## src/rtl/fp_div_result_stage_if.sv

```systemverilog
// Handshake bundle between the NR divider, the result stage and the result consumer.
// A transfer happens on a rising edge where valid && ready; data is held while valid && !ready.
interface fp_div_result_stage_if;
    logic        in_valid;
    logic        in_ready;
    logic [31:0] a_operand;
    logic [31:0] b_operand;
    logic [31:0] quotient;
    logic        div_exception;
    logic        out_valid;
    logic        out_ready;
    logic [31:0] result;
    logic [3:0]  out_flags;

    modport master (
        output in_valid, a_operand, b_operand, quotient, div_exception, out_ready,
        input  in_ready, out_valid, result, out_flags
    );

    modport slave (
        input  in_valid, a_operand, b_operand, quotient, div_exception, out_ready,
        output in_ready, out_valid, result, out_flags
    );
endinterface

```

## src/rtl/fp_div_result_stage.sv

```systemverilog
// Two-stage result stage after the NR divider: patches in IEEE special values and exponent
// overflow/underflow, and keeps sticky flags plus a completed-operation counter.
module fp_div_result_stage #(
    parameter logic [31:0] QNAN  = 32'h7FC0_0000,
    parameter int          CNT_W = 16
) (
    input  logic                 clk,
    input  logic                 rst,
    fp_div_result_stage_if.slave io,
    input  logic                 flag_clear,
    output logic [3:0]           sticky_flags,
    output logic [CNT_W-1:0]     op_count
);
    typedef enum logic [1:0] {
        CLS_NORMAL,
        CLS_ZERO,
        CLS_INF,
        CLS_NAN
    } op_class_t;

    function automatic op_class_t classify(input logic [31:0] x);
        op_class_t c;
        c = CLS_NORMAL;
        if (x[30:23] == 8'hFF) begin
            c = (x[22:0] != 23'd0) ? CLS_NAN : CLS_INF;
        end else if (x[30:23] == 8'h00) begin
            c = CLS_ZERO;
        end
        return c;
    endfunction

    // div_exception and the quotient's sign/exponent duplicate what the operand classes and
    // exp_est already give us, so they are deliberately not consumed.
    logic unused_inputs;
    assign unused_inputs = ^{io.div_exception, io.quotient[31:23]};

    logic              s1_valid;
    logic              s1_sign;
    op_class_t         s1_a_cls;
    op_class_t         s1_b_cls;
    logic signed [9:0] s1_exp;
    logic [22:0]       s1_man;

    logic              s2_valid;
    logic [31:0]       result_q;
    logic [3:0]        flags_q;

    logic              s2_adv;
    logic              in_ready;
    logic              in_fire;
    logic              out_fire;
    logic signed [9:0] exp_next;
    logic [31:0]       sel_result;
    logic [3:0]        sel_flags;

    assign s2_adv   = !s2_valid || io.out_ready;
    assign in_ready = !s1_valid || s2_adv;
    assign in_fire  = io.in_valid && in_ready;
    assign out_fire = s2_valid && io.out_ready;

    assign io.in_ready  = in_ready;
    assign io.out_valid = s2_valid;
    assign io.result    = result_q;
    assign io.out_flags = flags_q;

    // Implicit leading ones cancel, so only the fraction compare decides the renormalising borrow.
    always_comb begin
        exp_next = $signed({2'b00, io.a_operand[30:23]}) - $signed({2'b00, io.b_operand[30:23]})
                 + 10'sd127
                 - ((io.a_operand[22:0] < io.b_operand[22:0]) ? 10'sd1 : 10'sd0);
    end

    // Flags are {invalid, div_by_zero, overflow, underflow}.
    always_comb begin
        sel_result = {s1_sign, s1_exp[7:0], s1_man};
        sel_flags  = 4'b0000;
        if (s1_a_cls == CLS_NAN || s1_b_cls == CLS_NAN) begin
            sel_result = QNAN;
            sel_flags  = 4'b1000;
        end else if ((s1_a_cls == CLS_INF && s1_b_cls == CLS_INF) ||
                     (s1_a_cls == CLS_ZERO && s1_b_cls == CLS_ZERO)) begin
            sel_result = QNAN;
            sel_flags  = 4'b1000;
        end else if (s1_a_cls == CLS_INF) begin
            sel_result = {s1_sign, 8'hFF, 23'd0};
        end else if (s1_b_cls == CLS_INF) begin
            sel_result = {s1_sign, 31'd0};
        end else if (s1_b_cls == CLS_ZERO) begin
            sel_result = {s1_sign, 8'hFF, 23'd0};
            sel_flags  = 4'b0100;
        end else if (s1_a_cls == CLS_ZERO) begin
            sel_result = {s1_sign, 31'd0};
        end else if (s1_exp >= 10'sd255) begin
            sel_result = {s1_sign, 8'hFF, 23'd0};
            sel_flags  = 4'b0010;
        end else if (s1_exp <= 10'sd0) begin
            sel_result = {s1_sign, 31'd0};
            sel_flags  = 4'b0001;
        end
    end

    always_ff @(posedge clk) begin
        if (rst) begin
            s1_valid     <= 1'b0;
            s2_valid     <= 1'b0;
            result_q     <= 32'd0;
            flags_q      <= 4'd0;
            sticky_flags <= 4'd0;
            op_count     <= '0;
        end else begin
            if (in_ready) begin
                s1_valid <= io.in_valid;
            end
            if (in_fire) begin
                s1_sign  <= io.a_operand[31] ^ io.b_operand[31];
                s1_a_cls <= classify(io.a_operand);
                s1_b_cls <= classify(io.b_operand);
                s1_exp   <= exp_next;
                s1_man   <= io.quotient[22:0];
            end
            if (s2_adv) begin
                s2_valid <= s1_valid;
                if (s1_valid) begin
                    result_q <= sel_result;
                    flags_q  <= sel_flags;
                end
            end
            // A clear wins over a same-cycle transfer; that transfer's flags are dropped.
            if (flag_clear) begin
                sticky_flags <= 4'd0;
            end else if (out_fire) begin
                sticky_flags <= sticky_flags | flags_q;
            end
            if (out_fire) begin
                op_count <= op_count + CNT_W'(1);
            end
        end
    end
endmodule

```

## src/flat_wrapper.sv

```systemverilog
// flat-port wrapper written by rule: the top's interface ports become plain ports
module fp_div_result_stage_flat 
#(
    parameter logic [31:0] QNAN  = 32'h7FC0_0000,
    parameter int          CNT_W = 16
)
  (clk, rst, flag_clear, sticky_flags, op_count, io_in_valid, io_a_operand, io_b_operand, io_quotient, io_div_exception, io_out_ready, io_in_ready, io_out_valid, io_result, io_out_flags);
  fp_div_result_stage_if io_i ();
  input  logic clk;
  input  logic rst;
  input  logic flag_clear;
  output logic [3:0] sticky_flags;
  output logic [CNT_W-1:0] op_count;
  input wire logic [$bits(io_i.in_valid)-1:0] io_in_valid;
  input wire logic [$bits(io_i.a_operand)-1:0] io_a_operand;
  input wire logic [$bits(io_i.b_operand)-1:0] io_b_operand;
  input wire logic [$bits(io_i.quotient)-1:0] io_quotient;
  input wire logic [$bits(io_i.div_exception)-1:0] io_div_exception;
  input wire logic [$bits(io_i.out_ready)-1:0] io_out_ready;
  output wire logic [$bits(io_i.in_ready)-1:0] io_in_ready;
  output wire logic [$bits(io_i.out_valid)-1:0] io_out_valid;
  output wire logic [$bits(io_i.result)-1:0] io_result;
  output wire logic [$bits(io_i.out_flags)-1:0] io_out_flags;
  assign io_i.in_valid = io_in_valid;
  assign io_i.a_operand = io_a_operand;
  assign io_i.b_operand = io_b_operand;
  assign io_i.quotient = io_quotient;
  assign io_i.div_exception = io_div_exception;
  assign io_i.out_ready = io_out_ready;
  assign io_in_ready = io_i.in_ready;
  assign io_out_valid = io_i.out_valid;
  assign io_result = io_i.result;
  assign io_out_flags = io_i.out_flags;
  fp_div_result_stage #(.QNAN(QNAN), .CNT_W(CNT_W)) u_core (.clk(clk), .rst(rst), .io(io_i), .flag_clear(flag_clear), .sticky_flags(sticky_flags), .op_count(op_count));
endmodule
```

## config.mk

```make
export PLATFORM = sky130hd
export DESIGN_NAME = fp_div_result_stage_flat
export DESIGN_NICKNAME = d
export VERILOG_FILES = /design/src/rtl/fp_div_result_stage_if.sv /design/src/rtl/fp_div_result_stage.sv /design/src/flat_wrapper.sv
export SDC_FILE = /design/constraint.sdc
export NUM_CORES = 1
export LEC_CHECK = 0
export CAP_MARGIN = 20
export CELL_PAD_IN_SITES_DETAIL_PLACEMENT = 1
export CELL_PAD_IN_SITES_GLOBAL_PLACEMENT = 2
export CORE_MARGIN = 5
export CORE_UTILIZATION = 28
export DETAILED_ROUTE_END_ITERATION = 16
export PLACE_DENSITY = 0.92
export SYNTH_ARGS = -nofsm -noshare
export SYNTH_HDL_FRONTEND = slang
export SYNTH_SLANG_ARGS = --single-unit
```

## constraint.sdc

```tcl
create_clock -name clk -period 4.5 [get_ports clk]
set_clock_uncertainty 0.05 [all_clocks]
set_input_delay 0.675 -clock clk [delete_from_list [all_inputs] [get_ports clk]]
set_output_delay 0.675 -clock clk [all_outputs]
set_load 0.1 [all_outputs]
```

Word level (Yosys, flattened, before mapping):

Cells that the tools add are included.

* equality and inequality tests: 8
* muxes and demuxes: 23
* order comparisons: 3
* add/sub/neg operators: 4
* bitwise operators: 3
* reductions and logical operators: 17

Operators by type and width (number)
* $mux W31: 6
* $mux W32: 2
* $reduce_bool A23 Y1: 2
* $mux W4: 7
* $lt A23 B23 Y1: 1
* $add A16 B1 Y16 const B: 1
* $eq A8 B8 Y1 const B: 2
* $logic_not A8 Y1: 2
* $add A10 B8 Y10 const B: 1
* $ge A10 B9 Y1 const B: 1
* $le A10 B1 Y1 const B: 1
* $sub A10 B10 Y10: 1
* $sub A8 B8 Y9: 1
* $eq A2 B2 Y1 const B: 4
* $mux W1: 6
* $eq A2 B1 Y1 const B: 2
* $logic_and A1 B1 Y1: 4
* $logic_or A1 B1 Y1: 4
* $mux W2: 2
* $or A4 B4 Y4: 1
* $reduce_and A2 Y1: 2
* $logic_not A1 Y1: 2
* $reduce_or A2 Y1: 1
* $not A1 Y1: 1
* $xor A1 B1 Y1: 1

* register bits after elaboration: 96
* bits of input ports: 102
* logic and storage cells: 69

Depth between registers and ports, before layout:

Gate-level depths: netlist (run 1).

* word-level depth: 9
* mapped depth: 16

Worst setup path after synthesis (run 1):

No wires, ideal clock.

* path type: input port to flip-flop
* start: input io_b_operand[12]
* end: register u_core.s1_exp[9], data pin
* arrival: 3.056 ns
* stages: 16
* required time: 4.189 ns
* setup slack: 1.133 ns
* cell sequence: inv_1 > ha_1 > nand4_1 > nor3_1 > o211ai_1 > o211a_1 > o211ai_1 > ha_1 > ha_1 > inv_1 > fa_1 > nor2b_1 > o21a_1 > o21a_1 > o31a_1 > nor3_1

* longest elaborated chain between the ends: 3

RTL lines
* from (decl): line flat_wrapper.sv:16 `input wire logic [$bits(io_i.b_operand)-1:0] io_b_operand;`
* $lt A23 B23 Y1: line fp_div_result_stage.sv:70 `- ((io.a_operand[22:0] < io.b_operand[22:0]) ? 10'sd1 : 10'sd0);`
* $mux W1: line fp_div_result_stage.sv:70
* $sub A10 B10 Y10: line fp_div_result_stage.sv:70
* net u_core.exp_next[9]: line fp_div_result_stage.sv:52 `logic signed [9:0] exp_next;`
* to (signal assigned): line fp_div_result_stage.sv:118 `s1_exp <= exp_next;`
* to (decl): line fp_div_result_stage.sv:41 `logic signed [9:0] s1_exp;`

The timed path passes the listed nets, and every way through them passes these cells.
A chain may end at the register's enable or synchronous reset.

Worst setup path in the final report (run 1):

Ends and elaborated chain as after synthesis.

==> results of run 1 <==
[cells in the final DEF, fill, tap and decap left out, types with 2 or more instances in the layout]
master	netlist	routed
ha_1	39	39
o22ai_1	2	2
a22oi_1	2	2
xor2_1	15	15
or2_2	2	2
a211o_1	2	2
nor3_1	13	13
o211ai_1	3	3
clkbuf_16	0	9
nor4_1	15	15
a22o_1	20	20
or3_1	2	2
nor2_1	51	51
nand3_1	6	6
nor3_2	2	2
buf_4	0	4
o221a_2	2	2
clkinv_4	0	2
a21o_1	2	2
a22o_2	2	2
dfxtp_1	58	58
o21ai_0	20	20
a211oi_1	8	8
nand4_1	13	13
nand2_1	18	18
nor2b_1	7	7
edfxtp_1	38	38
clkinv_2	0	2
xnor2_1	11	11
and4_1	3	3
inv_1	43	43
clkdlybuf4s50_1	0	148
fa_1	2	2
o21a_1	7	7
a21oi_1	20	20
[final timing paths]
| path | startpoint | end | slack [ns] | cells past startpoint |
|---|---|---|---|---|
| worst max-delay path | io_b_operand[12] | u_core.s1_exp[9] | 0.58 | 17 |
| worst min-delay path | u_core.s1_man[11] | u_core.io.result[11] | 0.41 | 1 |
| worst max register to register | u_core.s1_exp[5] | u_core.io.result[9] | 2.28 | 5 |
| worst min register to register | u_core.s1_man[11] | u_core.io.result[11] | 0.41 | 1 |
[metal layers]
| layer | track usage [%] | routed length [µm] |
|---|---|---|
| met5 | 0 | 0 |
| met4 | 4.13 | 190 |
| met3 | 3.54 | 732 |
| met2 | 24.2 | 6780 |
| met1 | 16.7 | 5910 |
[state kept, by name (all words and copies together), names as in the netlist]
register / count
u_core.io.out_flags: 4
u_core.io.out_valid: 1
u_core.io.result: 32
u_core.op_count: 16
u_core.s1_a_cls: 2
u_core.s1_b_cls: 2
u_core.s1_exp: 10
u_core.s1_man: 23
u_core.s1_sign: 1
u_core.s1_valid: 1
u_core.sticky_flags: 4
[kinds of logic after synthesis]
logic type      count (synthesis)  synth area share [%]
flops                          96                  48.6
mux                             1                 0.211
xor+xnor                       26                  4.81
buf+inv                        54                  4.60
compound gates                101                  15.1
simple gates                  142                  15.6
fa+ha+maj                      41                  11.1
[metrics by stage]
step                      util [%]  cells  worst slack [ns]  hold WS [ns]
after floorplan                  -    461              1.13         0.392
after global placement        39.0    823             0.288         0.399
after detailed placement      39.0    823             0.169         0.403
after CTS                     40.7    839             0.538         0.413
after global routing          40.7    839             0.340         0.428
final                         40.7    839             0.579         0.409
[cell type report]
type                       instances  area share, %
timing repair buffer             152           22.4
tap                              220           4.08
sequential                        96           34.1
clock buffer                      10           3.40
multi-input combinational        311           32.9
clock inverter                     6          0.631
inverter                          44           2.45
[worst register-to-register path, stage by stage, from the launching register on]
cell and delay, ns:
edfxtp_1 0.41, and4_1 0.23, a21oi_2 0.20, o2111ai_2 0.18, nor3_4 0.80, a22o_2 0.29
[where the power goes]
group          total [mW]  switching, mW  internal [mW]
Clock               0.700          0.323          0.377
Sequential          0.989         0.0274          0.961
Combinational       0.516          0.292          0.223
Total                2.20          0.643           1.56
==> flow_summary_export.csv, run 1 <==
group,metric,value,unit
outcome,outcome,"completed",
setup_path,end_kind,"flip-flop",
global_routing,antenna_found_initial,0,
synthesis,synth_edf_count,38,
synthesis,synth.yosys.seq_area_share,48.6,%
drt,drc,0,
drt,routed_wl,13.6,mm
floorplan,dieArea,19600,µm²
sta,period_share,87.1,%
floorplan,initial_utilization,28.6,%
pwr,leakage,2.56,nW
synthesis,netlist_instances,461,
clock_tree,clk_pin_slew,0.07,ns
sta,tightest_slew,1.04,ns
placement,gp_congestion,0.899,
synthesis,synthesis.nets,604,
synthesis,ys_types,55,
setup_path,startpoint_type,"input pin",
setup_path,required,4.53,ns
pwr,ir_drop,0.000182,V
synthesis,ys_seq_elements,96,
setup_path,crit_type,"input pin to flip-flop",
placement,hpwl,11.2,mm
setup_path,critical_path_buf_inv_count,3,
floorplan,coreArea,16600,µm²
finish,diodes,0,
synthesis,synthTopCellsByCount,"dfxtp_1 (58), nor2_1 (51), inv_1 (43)",
drt,dr_total_vias,4055,
synthesis,synth-main-ff-cell,"dfxtp_1",
sta,min_period,3.92,ns
synthesis,ys_warn_count,0,
sta,maxSlewViolCount,0,
synthesis,async_flop_share,0,%
floorplan,chipHeight,140,µm
drt,dr.pass1.iters,4,
finish,multi_input_area,2220,µm²
drt,drt_iter0_drc,133,
finish,final_nets,757,
global_routing,globalRoute.totalOverflow,0,
placement,placed_cell_area,6470,µm²
clock_tree,clk_path_buf_depth,2,
sta,slew_headroom,30.7,%
global_routing,grt_max_degree,39,
finish,fillers,1859,
pwr,cellPowerDensity,327,nW/µm²
flow_run,cap_violations,0,
global_routing,grtUsageTotal,13.8,%
placement,portBuffers,149,
min_path,hold_path_class,"flip-flop to flip-flop",
drt,viasPerCell,4.83,
setup_path,critPathMaxStageDelay,0.49,ns
synthesis,synth_area,4740,µm²
synthesis,yosys.area.top_type,"dfxtp_1",
pwr,power.total,2.20,mW
setup_path,crit_top_cell,"ha_1",
global_routing,grt_pass1_wl,22.3,mm
drt,ant_nets,0,
floorplan,ios,160,
global_routing,first_global_vias,4402,
clock_tree,cts_tree,"built",
clock_tree,cts.sinks,96,
finish,register_area,2300,µm²
clock_tree,cts-root-buf,"clkbuf_16",
clock_tree,holdBufCountCts,0,
sta,timing_hold_violations_final,0,
sta,fmax,255,MHz
drt,wl_per_cell,16.2,µm
finish,final_area,6740,µm²
synthesis,avgSynthCellArea,10.3,µm²
floorplan,rows,47,
synthesis,synth.most_common_cell,"dfxtp_1",
clock_tree,htreeDepth,3,
setup_path,cp_top_family,"adder cells",
clock_tree,numCtsBuffers,9,
synthesis,netlist_top_cells_area,"dfxtp_1 (25%), edfxtp_1 (24%), ha_1 (10%)",
sta,rsz0062_at_grt,"no",
clock_tree,clkLatencyLatePin,0.34,ns
clock_tree,post_cts_buffers,0,
setup_path,worstPathArrival,3.95,ns
finish,area_growth_syn_to_layout,42.4,%
finish,drive_gt1_share,5.82,%
sta,setup_tns,0,ns
synthesis,synth_top_area_share,24.5,%
sta,setup_viol,0,
clock_tree,post_cts_resized,0,
setup_path,crit_fanout,3,
setup_path,timing.critical_path.cells,"clkdlybuf4s50_1 > inv_1 > ha_1 > nand4_1 > nor3_1 > o211ai_1 > o211a_1 > o211ai_1 > ha_1 > ha_1 > inv_1 > fa_1 > nor2b_1 > o21a_1 > o21a_1 > o31a_1 > nor3_1",
floorplan,die_x,140,µm
setup_path,slowest_stage,"clkdlybuf4s50_1",
(Power assumes the default switching activity.)
==> run 2: changes to the inputs <==
- CORE_MARGIN: 5 -> default
==> flow_summary_export.csv, run 2 (same netlist as run 1, synthesis figures left out) <==
group,metric,value,unit
floorplan,rows,47,
sta,holdWs,0.419,ns
setup_path,crit_type,"input pin to flip-flop",
drt,viasPerCell,4.80,
global_routing,grt-busiest-layer,"met2",
finish,postLayoutCoreUtil,41.0,%
flow_run,cap_violations,0,
sta,maxSlewViolCount,0,
drt,routed_wl,12.9,mm
floorplan,coreArea,16500,µm²
sta,setup_tns,0,ns
finish,final_common_cell,"clkdlybuf4s50_1",
finish,drive_gt1_share,5.82,%
floorplan,chipHeight,132,µm
placement,placed_cell_area,6470,µm²
sta,timing_hold_violations_final,0,
global_routing,use_met1,18.2,%
min_path,hold_path_class,"flip-flop to flip-flop",
clock_tree,cts.sinks,96,
global_routing,antenna_found_initial,0,
global_routing,grt_pass1_wl,21.7,mm
pwr,cellPowerDensity,334,nW/µm²
clock_tree,post_cts_buffers,0,
floorplan,initial_utilization,28.7,%
pwr,ir_drop,0.000150,V
finish,diodes,0,
setup_path,critPathMaxStageDelay,0.48,ns
sta,rsz0062_at_grt,"no",
finish,area_growth_syn_to_layout,43.0,%
placement,gp_congestion,0.860,
global_routing,grtUsageMet2,28.2,%
global_routing,grt_max_degree,39,
pwr,leakage,2.58,nW
min_path,min_path_cells,1,
global_routing,grt_use_met3,2.77,%
drt,dr.pass1.iters,4,
clock_tree,htreeDepth,3,
clock_tree,clk_pin_slew,0.07,ns
setup_path,crit_top_cell,"ha_1",
placement,portBuffers,149,
placement,pre_cts_slack,0.212,ns
sta,slew_headroom,32.1,%
setup_path,worstRegToRegCells,5,
pwr,power.total,2.26,mW
setup_path,startpoint,"io_b_operand[12]",
clock_tree,cts_tree,"built",
global_routing,grtUsageTotal,15.5,%
sta,period_share,86.4,%
finish,largest_reg_flops,32,
floorplan,dieArea,17400,µm²
setup_path,reg2reg_to,"u_core.io.result[8]",
drt,ant_nets,0,
placement,dp.cells,823,
floorplan,ios,160,
setup_path,r2r_start,"u_core.s1_exp[4]",
setup_path,reg2reg_slack,2.29,ns
drt,dr_total_vias,4026,
clock_tree,numCtsBuffers,9,
setup_path,crit_fanout,3,
global_routing,first_global_vias,4442,
finish,final_cell_mix,"clkdlybuf4s50_1 (149), dfxtp_1 (58), nor2_1 (51), inv_1 (43), ha_1 (39)",
finish,final_area,6770,µm²
drt,drt_iter0_drc,176,
setup_path,end_kind,"flip-flop",
drt,drc,0,
drt,wl_per_cell,15.4,µm
clock_tree,clk_path_buf_depth,2,
sta,fin_ws,0.610,ns
sta,min_period,3.89,ns
sta,setup_viol,0,
setup_path,worstPathArrival,3.93,ns
outcome,outcome,"completed",
sta,tightest_slew,1.01,ns
clock_tree,post_cts_resized,0,
clock_tree,holdBufCountCts,0,
setup_path,startpoint_type,"input pin",
clock_tree,cts-root-buf,"clkbuf_16",
placement,hpwl,10.4,mm
setup_path,slowest_stage,"clkdlybuf4s50_1",
floorplan,die_x,132,µm
finish,instances_no_fill,839,
setup_path,timing.critical_path.depth,17,
global_routing,globalRoute.totalOverflow,0,
sta,fmax,257,MHz
setup_path,critical_path_buf_inv_count,3,
setup_path,required,4.54,ns
setup_path,endpoint,"u_core.s1_exp[9]",
clock_tree,clkLatencyLatePin,0.34,ns
finish,final_nets,757,
setup_path,timing.critical_path.cells,"clkdlybuf4s50_1 > inv_1 > ha_1 > nand4_1 > nor3_1 > o211ai_1 > o211a_1 > o211ai_1 > ha_1 > ha_1 > inv_1 > fa_1 > nor2b_1 > o21a_1 > o21a_1 > o31a_1 > nor3_1",
setup_path,cp_top_family,"adder cells",
==> run 2: cell count changes in the layout (fill, tap and decap cells not counted) <==
cell	previous run	this run
clkinv_2	2	0
buf_4	4	3
clkinv_8	0	1
clkbuf_1	1	0
inv_6	1	2
inv_4	1	0
inv_8	0	2
clkdlybuf4s50_1	148	149
==> run 2: layout make-up <==
cell class,instances,area (µm²)
Fill cell,1816,9750
Sequential cell,96,2300
Multi-Input combinational cell,311,2220
Timing Repair Buffer,152,1510
Tap cell,220,275
Clock buffer,9,225
Inverter,44,165
Clock inverter,7,73.8
==> run 2: metal layers <==
layer	wire [µm]	vias to the layer above	share of wire [%]
li1	-	1984	-
met1	5670	1908	44
met2	6500	120	50
met3	551	14	4.3
met4	200	0	1.5
met5	0	-	0
==> run 2: worst min-delay path by stage <==
stage,startpoint,to,slack (ns)
final,u_core.s1_man[0],u_core.io.result[0],0.42
after global routing,u_core.s1_man[6],u_core.io.result[6],0.43
after CTS,u_core.s1_man[20],u_core.io.result[20],0.42
after detailed placement,u_core.s1_man[20],u_core.io.result[20],0.41
after global placement,u_core.s1_man[7],u_core.io.result[7],0.39
after floorplan,u_core.s1_man[0],u_core.io.result[0],0.39
==> run 2: power by group <==
group	switching (mW)	internal [mW]	total, mW
clock network	0.360	0.393	0.753
registers	0.0290	0.961	0.990
logic	0.295	0.223	0.519
